`src/rtl/uart_rx_pkg.sv`:
```
// Shared UART definitions: FSM encoding, frame constants, legal bit rates.
// Also used by the transmitter.
package uart_rx_pkg;

    typedef enum logic [2:0] {
        IDLE   = 3'd0,
        START  = 3'd1,
        DATA   = 3'd2,
        PARITY = 3'd3,
        STOP   = 3'd4
    } rx_state_e;

    localparam int         DATA_BITS   = 8;
    localparam logic       START_BIT   = 1'b0;
    localparam logic       STOP_BIT    = 1'b1;
    localparam logic [5:0] PRESCALE_8  = 6'd8;
    localparam logic [5:0] PRESCALE_16 = 6'd16;
    localparam logic [5:0] PRESCALE_32 = 6'd32;

    typedef struct packed {
        logic [5:0] prescale;
        logic       par_en;
        logic       par_typ;
    } rx_cfg_t;

    function automatic logic majority3(input logic a, input logic b, input logic c);
        return (a & b) | (a & c) | (b & c);
    endfunction

endpackage

```
`src/rtl/uart_rx_if.sv`:
```
// Serial line, per-frame configuration and receive results of the UART receiver.
interface uart_rx_if;
    logic       RX_IN;
    logic [5:0] prescale;
    logic       par_en;
    logic       par_typ;
    logic [7:0] P_DATA;
    logic       data_valid;
    logic       parity_error;
    logic       stop_error;

    modport master (
        output RX_IN, prescale, par_en, par_typ,
        input  P_DATA, data_valid, parity_error, stop_error
    );

    modport slave (
        input  RX_IN, prescale, par_en, par_typ,
        output P_DATA, data_valid, parity_error, stop_error
    );
endinterface

```
`src/rtl/uart_rx_sampler.sv`:
```
// Three-point majority sampler around the middle of each bit period.
// The sampled_bit output is registered and stays stable until the next bit's third sample.
module uart_rx_sampler
    import uart_rx_pkg::*;
(
    input  logic       clk,
    input  logic       rst,
    input  logic [5:0] edge_cnt,
    input  logic [5:0] prescale,
    input  logic       rx_in,
    output logic       sampled_bit,
    output logic       sample_done
);

    logic [5:0] half, mid_lo, mid_hi;
    logic       s0, s1;

    assign half   = prescale >> 1;
    assign mid_lo = half - 6'd1;
    assign mid_hi = half + 6'd1;

    always_ff @(posedge clk or negedge rst) begin
        if (!rst) begin
            s0          <= 1'b0;
            s1          <= 1'b0;
            sampled_bit <= 1'b0;
            sample_done <= 1'b0;
        end else begin
            sample_done <= 1'b0;
            if (edge_cnt == mid_lo) s0 <= rx_in;
            if (edge_cnt == half)   s1 <= rx_in;
            if (edge_cnt == mid_hi) begin
                sampled_bit <= majority3(s0, s1, rx_in);
                sample_done <= 1'b1;
            end
        end
    end

endmodule

```
`src/rtl/uart_rx.sv`:
```
// UART receiver: 8N1 / 8E1 / 8O1 frames at 8, 16 or 32 clocks per bit.
// The configuration is latched on start detect, and all result outputs are registered one-cycle pulses.
module uart_rx
    import uart_rx_pkg::*;
(
    input  logic      clk,
    input  logic      rst,
    uart_rx_if.slave  bus
);

    rx_state_e  state;
    rx_cfg_t    cfg, cfg_in;
    logic [5:0] edge_cnt;
    logic [2:0] bit_cnt;
    logic [7:0] shreg, p_data;
    logic       dv, par_err, stp_err, par_bad, got_sample;
    logic       sampled_bit, sample_done, bit_end, start_ok;

    uart_rx_sampler u_sampler (
        .clk         (clk),
        .rst         (rst),
        .edge_cnt    (edge_cnt),
        .prescale    (cfg.prescale),
        .rx_in       (bus.RX_IN),
        .sampled_bit (sampled_bit),
        .sample_done (sample_done)
    );

    assign cfg_in   = '{prescale: bus.prescale, par_en: bus.par_en, par_typ: bus.par_typ};
    assign bit_end  = (edge_cnt == cfg.prescale - 6'd1);
    // A start bit with no sample taken (nonsense prescale) counts as a glitch.
    assign start_ok = (got_sample | sample_done) & (sampled_bit == START_BIT);

    always_ff @(posedge clk or negedge rst) begin
        if (!rst) begin
            state      <= IDLE;
            cfg        <= '0;
            edge_cnt   <= '0;
            bit_cnt    <= '0;
            shreg      <= '0;
            p_data     <= '0;
            dv         <= 1'b0;
            par_err    <= 1'b0;
            stp_err    <= 1'b0;
            par_bad    <= 1'b0;
            got_sample <= 1'b0;
        end else begin
            dv      <= 1'b0;
            par_err <= 1'b0;
            stp_err <= 1'b0;
            if (sample_done) got_sample <= 1'b1;

            if (state == IDLE) begin
                edge_cnt <= '0;
                if (bus.RX_IN == START_BIT) begin
                    state      <= START;
                    bit_cnt    <= '0;
                    par_bad    <= 1'b0;
                    got_sample <= 1'b0;
                    cfg        <= cfg_in;
                end
            end else if (!bit_end) begin
                edge_cnt <= edge_cnt + 6'd1;
            end else begin
                edge_cnt   <= '0;
                got_sample <= 1'b0;
                case (state)
                    START: state <= start_ok ? DATA : IDLE;
                    DATA: begin
                        shreg   <= {sampled_bit, shreg[7:1]};
                        bit_cnt <= bit_cnt + 3'd1;
                        if (bit_cnt == 3'(DATA_BITS - 1))
                            state <= cfg.par_en ? PARITY : STOP;
                    end
                    PARITY: begin
                        if (sampled_bit != (^shreg ^ cfg.par_typ)) begin
                            par_err <= 1'b1;
                            par_bad <= 1'b1;
                        end
                        state <= STOP;
                    end
                    STOP: begin
                        if (sampled_bit != STOP_BIT) begin
                            stp_err <= 1'b1;
                        end else if (!par_bad) begin
                            p_data <= shreg;
                            dv     <= 1'b1;
                        end
                        // Back-to-back: a low line here is already the next start bit.
                        if (bus.RX_IN == START_BIT) begin
                            state   <= START;
                            bit_cnt <= '0;
                            par_bad <= 1'b0;
                            cfg     <= cfg_in;
                        end else begin
                            state <= IDLE;
                        end
                    end
                    default: state <= IDLE;
                endcase
            end
        end
    end

    assign bus.P_DATA       = p_data;
    assign bus.data_valid   = dv;
    assign bus.parity_error = par_err;
    assign bus.stop_error   = stp_err;

endmodule

```
`src/flat_wrapper.sv`:
```
// flat-port wrapper written by rule: the top's interface ports become plain ports
module uart_rx_flat import uart_rx_pkg::*;
  (clk, rst, bus_RX_IN, bus_prescale, bus_par_en, bus_par_typ, bus_P_DATA, bus_data_valid, bus_parity_error, bus_stop_error);
  uart_rx_if bus_i ();
  input  logic clk;
  input  logic rst;
  input wire logic [$bits(bus_i.RX_IN)-1:0] bus_RX_IN;
  input wire logic [$bits(bus_i.prescale)-1:0] bus_prescale;
  input wire logic [$bits(bus_i.par_en)-1:0] bus_par_en;
  input wire logic [$bits(bus_i.par_typ)-1:0] bus_par_typ;
  output wire logic [$bits(bus_i.P_DATA)-1:0] bus_P_DATA;
  output wire logic [$bits(bus_i.data_valid)-1:0] bus_data_valid;
  output wire logic [$bits(bus_i.parity_error)-1:0] bus_parity_error;
  output wire logic [$bits(bus_i.stop_error)-1:0] bus_stop_error;
  assign bus_i.RX_IN = bus_RX_IN;
  assign bus_i.prescale = bus_prescale;
  assign bus_i.par_en = bus_par_en;
  assign bus_i.par_typ = bus_par_typ;
  assign bus_P_DATA = bus_i.P_DATA;
  assign bus_data_valid = bus_i.data_valid;
  assign bus_parity_error = bus_i.parity_error;
  assign bus_stop_error = bus_i.stop_error;
  uart_rx u_core (.clk(clk), .rst(rst), .bus(bus_i));
endmodule
```
`config.mk`:
```
export PLATFORM = sky130hd
export DESIGN_NAME = uart_rx_flat
export DESIGN_NICKNAME = d
export VERILOG_FILES = /design/src/rtl/uart_rx_pkg.sv /design/src/rtl/uart_rx_if.sv /design/src/rtl/uart_rx_sampler.sv /design/src/rtl/uart_rx.sv /design/src/flat_wrapper.sv
export SDC_FILE = /design/constraint.sdc
export NUM_CORES = 1
export LEC_CHECK = 0
export ABC_AREA = 1
export CORE_AREA = 2 2 90 92
export DETAILED_ROUTE_END_ITERATION = 8
export DIE_AREA = 0 0 92 94
export SETUP_SLACK_MARGIN = 0.2
export SLEW_MARGIN = 5
export SYNTH_ARGS = -nofsm -noshare
export SYNTH_HDL_FRONTEND = slang
export SYNTH_SLANG_ARGS = --single-unit
export TNS_END_PERCENT = 10
```
`constraint.sdc`:
```
create_clock -name clk -period 4.5 [get_ports clk]
set_input_delay 0.9 -clock clk [delete_from_list [all_inputs] [get_ports clk]]
set_output_delay 0.9 -clock clk [all_outputs]
set_load 0.005 [all_outputs]
```
# == Yosys cells after proc, flatten, opt, wreduce, memory -nomap -nowiden ==
# Cells that the tools add are included.
# totals
regBits,45
input_bits,11
output_inout_bits,11
wordCells,99
# op_classes
n_addsub,5
eq_ne,13
muxes,41
n_bitwise,11
n_reduce_logical,12
# op_table
op,count
2-to-1 mux 8 bit,4
2-to-1 mux 3 bit,8
2-to-1 mux 1 bit,23
== test 6 bit,3
2-to-1 mux 6 bit,2
one-hot mux 3 bit (4 select lines),1
AND reduction 3 bit,3
parity 8 bit,1
"adder 5 x 1 -> 6 bit, second input constant",1
"adder 6 x 1 -> 6 bit, second input constant",1
"== test 3 x 2 -> 1 bit, second input constant",2
"== test 3 bit, second input constant",2
== test 6 x 5 -> 1 bit,1
"!= test 3 x 1 -> 1 bit, second input constant",2
one-hot mux 3 bit (2 select lines),1
nonzero test 3 bit,2
"subtractor 5 x 1 -> 6 bit, second input constant",1
"subtractor 6 x 1 -> 6 bit, second input constant",1
AND reduction 5 bit,1
bitwise AND 1 bit,4
AND reduction 2 bit,2
nonzero test 2 bit,2
"adder 3 x 1 -> 3 bit, second input constant",1
"== test 3 x 1 -> 1 bit, second input constant",1
other kinds (8),12

# == Logic depth before layout (Yosys ltp) ==
# Gate-level depths: netlist of the first run.
# logic_depth
depth_word,7
depth_mapped,14
mapped_depth_nobuf,14

# == By module ==
# Synthesis of the first run repeated with hierarchy kept, for this count alone.
# hier_totals
hier_cells,391
hier_area_um2,2870.3
# modules_own_cells
mod,instances,cells_per_inst,area_per_inst_um2,seq_area_each_um2
uart_rx,1,285,2318.5,1026.0
uart_rx_sampler,1,106,551.8,100.1

# == Worst setup path after synthesis of the first run ==
# No wires, ideal clock.
# synth_timing
path_kind,reg2reg
startpoint,register u_core.cfg[4] (netlist name)
endpoint,register u_core.shreg[4]
setup_time_ps,127
arrival_ps,1685
t_required_ps,4373
slack_ps,2688
path_stages_with_launch,11
n_path_buf,1
period_less_slack_ps,1812
path_cell_list,dfrtp_1 > inv_2 > ha_1 > inv_1 > a21oi_1 > nor2_1 > nor2_1 > nand3_2 > nor3_4 > buf_6 > o21ai_0
# synth_between
elab_chain_len,3
# synth_rtl
item,line,rtl
"start, declared",uart_rx.sv:12,"rx_cfg_t cfg, cfg_in;"
"start signal, assigned",uart_rx.sv:60,cfg <= cfg_in;
"start signal, assigned",uart_rx.sv:94,cfg <= cfg_in;
subtractor 6 x 1 -> 6 bit,uart_rx.sv:30,assign bit_end = (edge_cnt == cfg.prescale - 6'd1);
== test 6 bit,uart_rx.sv:30,
AND reduction 3 bit (no source line),--,
"end signal, assigned",uart_rx.sv:70,"shreg <= {sampled_bit, shreg[7:1]};"
"end, declared",uart_rx.sv:15,"logic [7:0] shreg, p_data;"
# Every way passes these cells.
# A chain may end at the register's enable or synchronous reset.

# == Worst setup path after layout of the first run ==
# layout_timing
startpoint,register u_core.cfg[3] (netlist name)
endpoint,register u_core.cfg[0] (netlist name)
# layout_between
elab_chain_len,4
# layout_rtl
item,line
subtractor 6 x 1 -> 6 bit,uart_rx.sv:30
== test 6 bit,uart_rx.sv:30
nonzero test 2 bit (no source line),--
AND reduction 2 bit (no source line),--
# Every way passes these cells.

==> results.sh, run 1 <==
export IMPL_status="completed"
export IMPL_crit_type="reg2reg"
export IMPL_hold_buffers=0
export IMPL_clock_latency_ps=300
export IMPL_start_util=0.344
export IMPL_finalSetupViolCount=0
export IMPL_drc=0
export IMPL_cts_tree="yes"
export IMPL_worst_slew_pin_transition_ps=990
export IMPL_leakagePower_nw=1.47
export IMPL_fp_dieArea_um2=8650
export IMPL_fin_tns_setup_ps=0
export IMPL_synthTopCellsByArea="dfrtp_1, nand2_1, inv_1"
export IMPL_hold_class="reg2reg"
export IMPL_grt_max_degree=46
export IMPL_cts_buffers=5
export IMPL_via_per_inst=4.61
export IMPL_period_needed_ps=2390
export IMPL_fmax_mhz=418
export IMPL_grt_pass1_vias=2103
export IMPL_ctsResizeCount=0
export IMPL_period_share=0.532
export IMPL_whs_ps=490
export IMPL_rr_worst_depth=14
export IMPL_start_kind="flop"
export IMPL_cts_max_level=2
export IMPL_fin_util=0.395
export IMPL_endpoint_kind="flop"
export IMPL_antenna_cells=0
export IMPL_synth_top_area_share=0.431
export IMPL_synth_edf_count=0
export IMPL_syn_nets=366
export IMPL_crit_reg2reg_launch="u_core.cfg[3]$_DFFE_PN0P_"
export IMPL_grt_use_total=0.134
export IMPL_num_io_pins=22
export IMPL_area_delta_synth_final_pct=14.9
export IMPL_drive_above_1_share=0.0786
export IMPL_io_buffers=21
export IMPL_synth_common_cells="nand2_1, dfrtp_1, inv_1"
export IMPL_drtIter0Drc=143
export IMPL_dieWidth_um=92
export IMPL_crit_start="u_core.cfg[3]$_DFFE_PN0P_"
export IMPL_core_area_um2=7610
export IMPL_post_cts_setup_buffers=0
export IMPL_yosys_warnings=0
export IMPL_vias=2170
export IMPL_grt_overflow=0
export IMPL_clock_sinks=45
export IMPL_rsz0062_at_grt="no"
export IMPL_crit_fanout=11
export IMPL_wl_mm=5.27
export IMPL_power_density_nw_per_um2=585
export IMPL_placed_cell_area_um2=2890
export IMPL_avgSynthCellArea_um2=7.51
export IMPL_r2r_end="u_core.cfg[0]$_DFFE_PN0P_"
export IMPL_clk_pin_slew_ps=90
export IMPL_final_net_count=386
export IMPL_hpwl_mm=4.00
export IMPL_cts_root_buf="clkbuf_8"
export IMPL_yosys_area_top_type="dfrtp_1"
export IMPL_yosysMostFrequentCell="nand2_1"
export IMPL_rows=32
export IMPL_fp_dieH_um=94
export IMPL_hp_start="u_core.bus.P_DATA[5]$_DFFE_PN0P_"
export IMPL_globalplace_congestion=0.854
export IMPL_antenna_found_initial=0
export IMPL_synth_seq_area_share=0.431
export IMPL_synth_seq_cells=45
export IMPL_cts_buffer_depth=2
export IMPL_crit_path_end="u_core.cfg[0]$_DFFE_PN0P_"
export IMPL_yosysUniqueCellTypes=34
export IMPL_drv_slew=0
export IMPL_firstDrtPassIters=4
export IMPL_wl_per_cell_um=11.2
export IMPL_ir_worst_vdd_mv=0.174
export IMPL_async_flop_share=1.00
export IMPL_ff2ff_setup_slack_ps=2110
export IMPL_hold_viol_final=0
export IMPL_power_total_w=0.00176
export IMPL_post_route_cell_area_um2=3010
export IMPL_max_cap_violations=0
export IMPL_required_ps=4740
export IMPL_grt_pass1_wl_mm=9.40
export IMPL_timing_slew_headroom=0.340
export IMPL_ant_nets=0
export IMPL_worstPathArrival_ps=2630
export IMPL_synth_main_ff_cell="dfrtp_1"
export IMPL_postSynthCellCount=348
export IMPL_syn_area_um2=2620
export IMPL_fin_skew_ps=9.67
-- worst min path at each step --
| stage | cells after the start | slack (ps) | endpoint |
|---|---|---|---|
| 3_5_place_dp | 2 | 480 | u_core.bus.P_DATA[5]$_DFFE_PN0P_ |
| 4_1_cts | 2 | 500 | u_core.bus.P_DATA[5]$_DFFE_PN0P_ |
| 3_3_place_gp | 2 | 470 | u_core.bus.P_DATA[5]$_DFFE_PN0P_ |
| 5_1_grt | 2 | 540 | u_core.bus.P_DATA[1]$_DFFE_PN0P_ |
| 6_report | 2 | 490 | u_core.bus.P_DATA[5]$_DFFE_PN0P_ |
| 2_1_floorplan | 2 | 460 | u_core.u_sampler.s1$_DFFE_PN0N_ |
-- stage by stage --
stage	std cells	setup WS, ps
final	471	2110
after global routing	471	1800
after CTS	471	2080
after detailed placement	463	2120
after global placement	463	2170
after floorplan	348	2690
-- cell type report --
| class | count | area [um2] |
|---|---|---|
| clock inverters | 2 | 37.5 |
| fillers | 807 | 4600 |
| multi-input cells | 256 | 1280 |
| clock buffers | 6 | 82.6 |
| flip-flops and latches | 45 | 1130 |
| repair buffers | 21 | 205 |
| well taps | 102 | 128 |
| inverters | 39 | 146 |
-- where the power goes --
group / leakage, nW / switching [W] / total, W / internal (W)
registers: 0.604 / 0.000140 / 0.000642 / 0.000502
clock network: 0.0574 / 0.000136 / 0.000316 / 0.000181
logic: 0.804 / 0.000505 / 0.000801 / 0.000296
-- per-layer routing --
metal / wire, um / global-route usage / part of all wire
met2: 2390 / 0.221 / 0.45
met4: 57 / 0.0410 / 0.011
met1: 2670 / 0.183 / 0.51
met3: 150 / 0.0201 / 0.028
met5: 0 / 0 / 0
-- worst max-delay path, stage by stage (launching register included) --
cell and delay (ps):
dfrtp_1 460, inv_1 120, ha_1 300, inv_1 40
nand2_1 50, nand2_1 40, nor2_1 80, nand2_1 70
nor2_2 110, nand3_2 130, nand2_1 360, nand2_2 240
inv_2 190, nand2_1 70, nand2_1 60
-- sequential cells by signal (all words and copies together) (netlist names) --
name and cells:
u_core.bus.P_DATA 8, u_core.cfg 8, u_core.shreg 8, u_core.edge_cnt 6, u_core.bit_cnt 3, u_core.state 3, u_core.bus.data_valid 1, u_core.bus.parity_error 1
u_core.bus.stop_error 1, u_core.got_sample 1, u_core.par_bad 1, u_core.u_sampler.s0 1, u_core.u_sampler.s1 1, u_core.u_sampler.sample_done 1, u_core.u_sampler.sampled_bit 1
-- placed cells by master, fill, tap and decap left out, drive strengths merged --
cell type,n
a21oi,9
a221oi,1
a22oi,1
and3,1
buf,1
bufinv,1
clkbuf,6
clkdlybuf4s50,20
clkinvlp,1
dfrtp,45
ha,7
inv,39
maj3,1
nand2,133
nand3,17
nand4,3
nor2,29
nor3,7
nor3b,1
o21ai,26
o31ai,1
or2,2
xnor2,7
xor2,10
-- logic make-up after synthesis --
family,after synthesis,share of synthesized area
simple gates,193,0.316
buf+inv,47,0.0799
flops,45,0.431
compound gates,38,0.0790
xor+xnor,17,0.0569
fa+ha+maj,8,0.0373
Note: power is estimated with default switching activity, not from simulation.
==> run 2: changes to the inputs <==
==> constraint.sdc (replaced) <==
create_clock -name clk -period 2.4 [get_ports clk]
set_input_delay 0.48 -clock clk [delete_from_list [all_inputs] [get_ports clk]]
set_output_delay 0.48 -clock clk [all_outputs]
set_load 0.005 [all_outputs]
==> run 2 against run 1 <==
Against the previous run: first-iteration DRC count shrank 2.8%; design area grew 0.50%; largest cell class unchanged; sequential power grew 87%; wire length grew 0.27%; clock power grew 59%; critical path type unchanged; count of clock-buffer cells in the layout shrank 1; non-clock buffer count grew 4; critical endpoint is now u_core.par_bad$_DFFE_PN0P_.
==> results.sh, run 2 (synthesis results as in run 1) <==
export IMPL_crit_fanout=10
export IMPL_final_cell_mix="nand2_1, dfrtp_1, inv_1"
export IMPL_max_cap_violations=0
export IMPL_clock_latency_ps=300
export IMPL_fp_dieArea_um2=8650
export IMPL_fin_tns_setup_ps=0
export IMPL_antenna_cells=0
export IMPL_crit_type="reg2reg"
export IMPL_clock_sinks=45
export IMPL_period_share=0.838
export IMPL_period_needed_ps=2010
export IMPL_required_ps=2620
export IMPL_vias=2148
export IMPL_wl_mm=5.29
export IMPL_grt_overflow=0
export IMPL_cts_buffers=5
export IMPL_finalSetupViolCount=0
export IMPL_final_net_count=390
export IMPL_rsz0062_at_grt="yes"
export IMPL_leakagePower_nw=1.47
export IMPL_via_per_inst=4.52
export IMPL_ir_worst_vdd_mv=0.389
export IMPL_fp_dieH_um=94
export IMPL_mostFrequentLayoutCell="nand2_1"
export IMPL_clk_pin_slew_ps=100
export IMPL_core_area_um2=7610
export IMPL_hold_viol_final=0
export IMPL_rows=32
export IMPL_cts_tree="yes"
export IMPL_hold_buffers=0
export IMPL_dieWidth_um=92
export IMPL_start_util=0.344
export IMPL_power_total_w=0.00325
export IMPL_wl_per_cell_um=11.1
export IMPL_start_kind="flop"
export IMPL_cts_root_buf="clkbuf_8"
export IMPL_worst_slew_pin_transition_ps=503
export IMPL_timing_slew_headroom=0.665
export IMPL_drtIter0Drc=139
export IMPL_grt_pass1_vias=1966
export IMPL_ant_nets=0
export IMPL_antenna_found_initial=0
export IMPL_grt_use_total=0.131
export IMPL_cts_buffer_depth=2
export IMPL_grt_pass1_wl_mm=9.09
export IMPL_status="completed"
export IMPL_power_density_nw_per_um2=1080
export IMPL_cts_max_level=2
export IMPL_firstDrtPassIters=5
export IMPL_globalplace_congestion=0.863
export IMPL_grt_max_degree=23
export IMPL_hold_class="in2async"
export IMPL_endpoint_kind="flop"
export IMPL_io_buffers=21
export IMPL_instances_no_fill=475
export IMPL_ctsResizeCount=0
export IMPL_drive_above_1_share=0.0965
export IMPL_dpl_cell_count=467
export IMPL_area_delta_synth_final_pct=15.5
export IMPL_fmax_mhz=497
export IMPL_drv_slew=0
export IMPL_hpwl_mm=4.02
export IMPL_drc=0
export IMPL_fin_skew_ps=8.10
export IMPL_worstPathArrival_ps=2230
export IMPL_post_cts_setup_buffers=0
export IMPL_fin_util=0.397
export IMPL_num_io_pins=22
==> run 2: cell types whose count changed in the layout (fill, tap and decap cells not counted) <==
cell and change:
buf_4 +3, buf_6 +1, bufinv_16 -1, clkbuf_8 -1, dfrtp_1 -2, dfrtp_2 +2, ha_1 -1, ha_2 +1
inv_2 -1, inv_4 +1, inv_6 +2
==> run 2: metrics by stage <==
stage	hold slack, ps	worst slack, ps	area, um2
finish	134	388	3020
global route	155	178	3020
CTS	147	301	3010
detailed placement	477	331	2920
global placement	471	337	2920
floorplan	184	588	2620
==> run 2: layer usage <==
layer / global-route usage / wire length [um] / vias to the layer above
li1: - / - / 1134
met1: 0.191 / 2810 / 979
met2: 0.197 / 2250 / 31
met3: 0.0217 / 165 / 4
met4: 0.0410 / 61 / 0
met5: 0 / 0 / -
==> run 2: layout make-up <==
type,instances,area [um2]
Fill cell,777,4590
Multi-Input combinational cell,256,1280
Sequential cell,45,1130
Timing Repair Buffer,25,239
Inverter,39,149
Tap cell,102,128
Clock buffer,5,68.8
Clock inverter,3,25.0
==> run 2: critical path: stages, from the launching register on <==
cell and delay (ps):
dfrtp_2 470, inv_2 120, ha_2 210, inv_1 70, a21oi_1 150, nor2_1 70
nor2_1 140, nand3_2 140, nand2_1 140, buf_6 160, nand3_1 100, a21oi_1 170
==> run 2: worst paths after layout <==
path / from / end / slack, ps / cells after the start
min in group clk: u_core.bus.P_DATA[5]$_DFFE_PN0P_ / u_core.bus.P_DATA[5]$_DFFE_PN0P_ / 500 / 2
worst min register to register: u_core.bus.P_DATA[5]$_DFFE_PN0P_ / u_core.bus.P_DATA[5]$_DFFE_PN0P_ / 500 / 2
max in group asynchronous: rst / u_core.bus.parity_error$_DFF_PN0_ / 1660 / 2
worst min-delay path: rst / u_core.u_sampler.sample_done$_DFF_PN0_ / 130 / 1
worst max register to register: u_core.cfg[4]$_DFFE_PN0P_ / u_core.par_bad$_DFFE_PN0P_ / 390 / 11
worst max-delay path: u_core.cfg[4]$_DFFE_PN0P_ / u_core.par_bad$_DFFE_PN0P_ / 390 / 11
==> run 2: where the power goes <==
group | switching, W | internal, W | leakage, nW
clock network | 0.000290 | 0.000213 | 0.0452
registers | 0.000252 | 0.000944 | 0.601
logic | 0.000957 | 0.000594 | 0.824
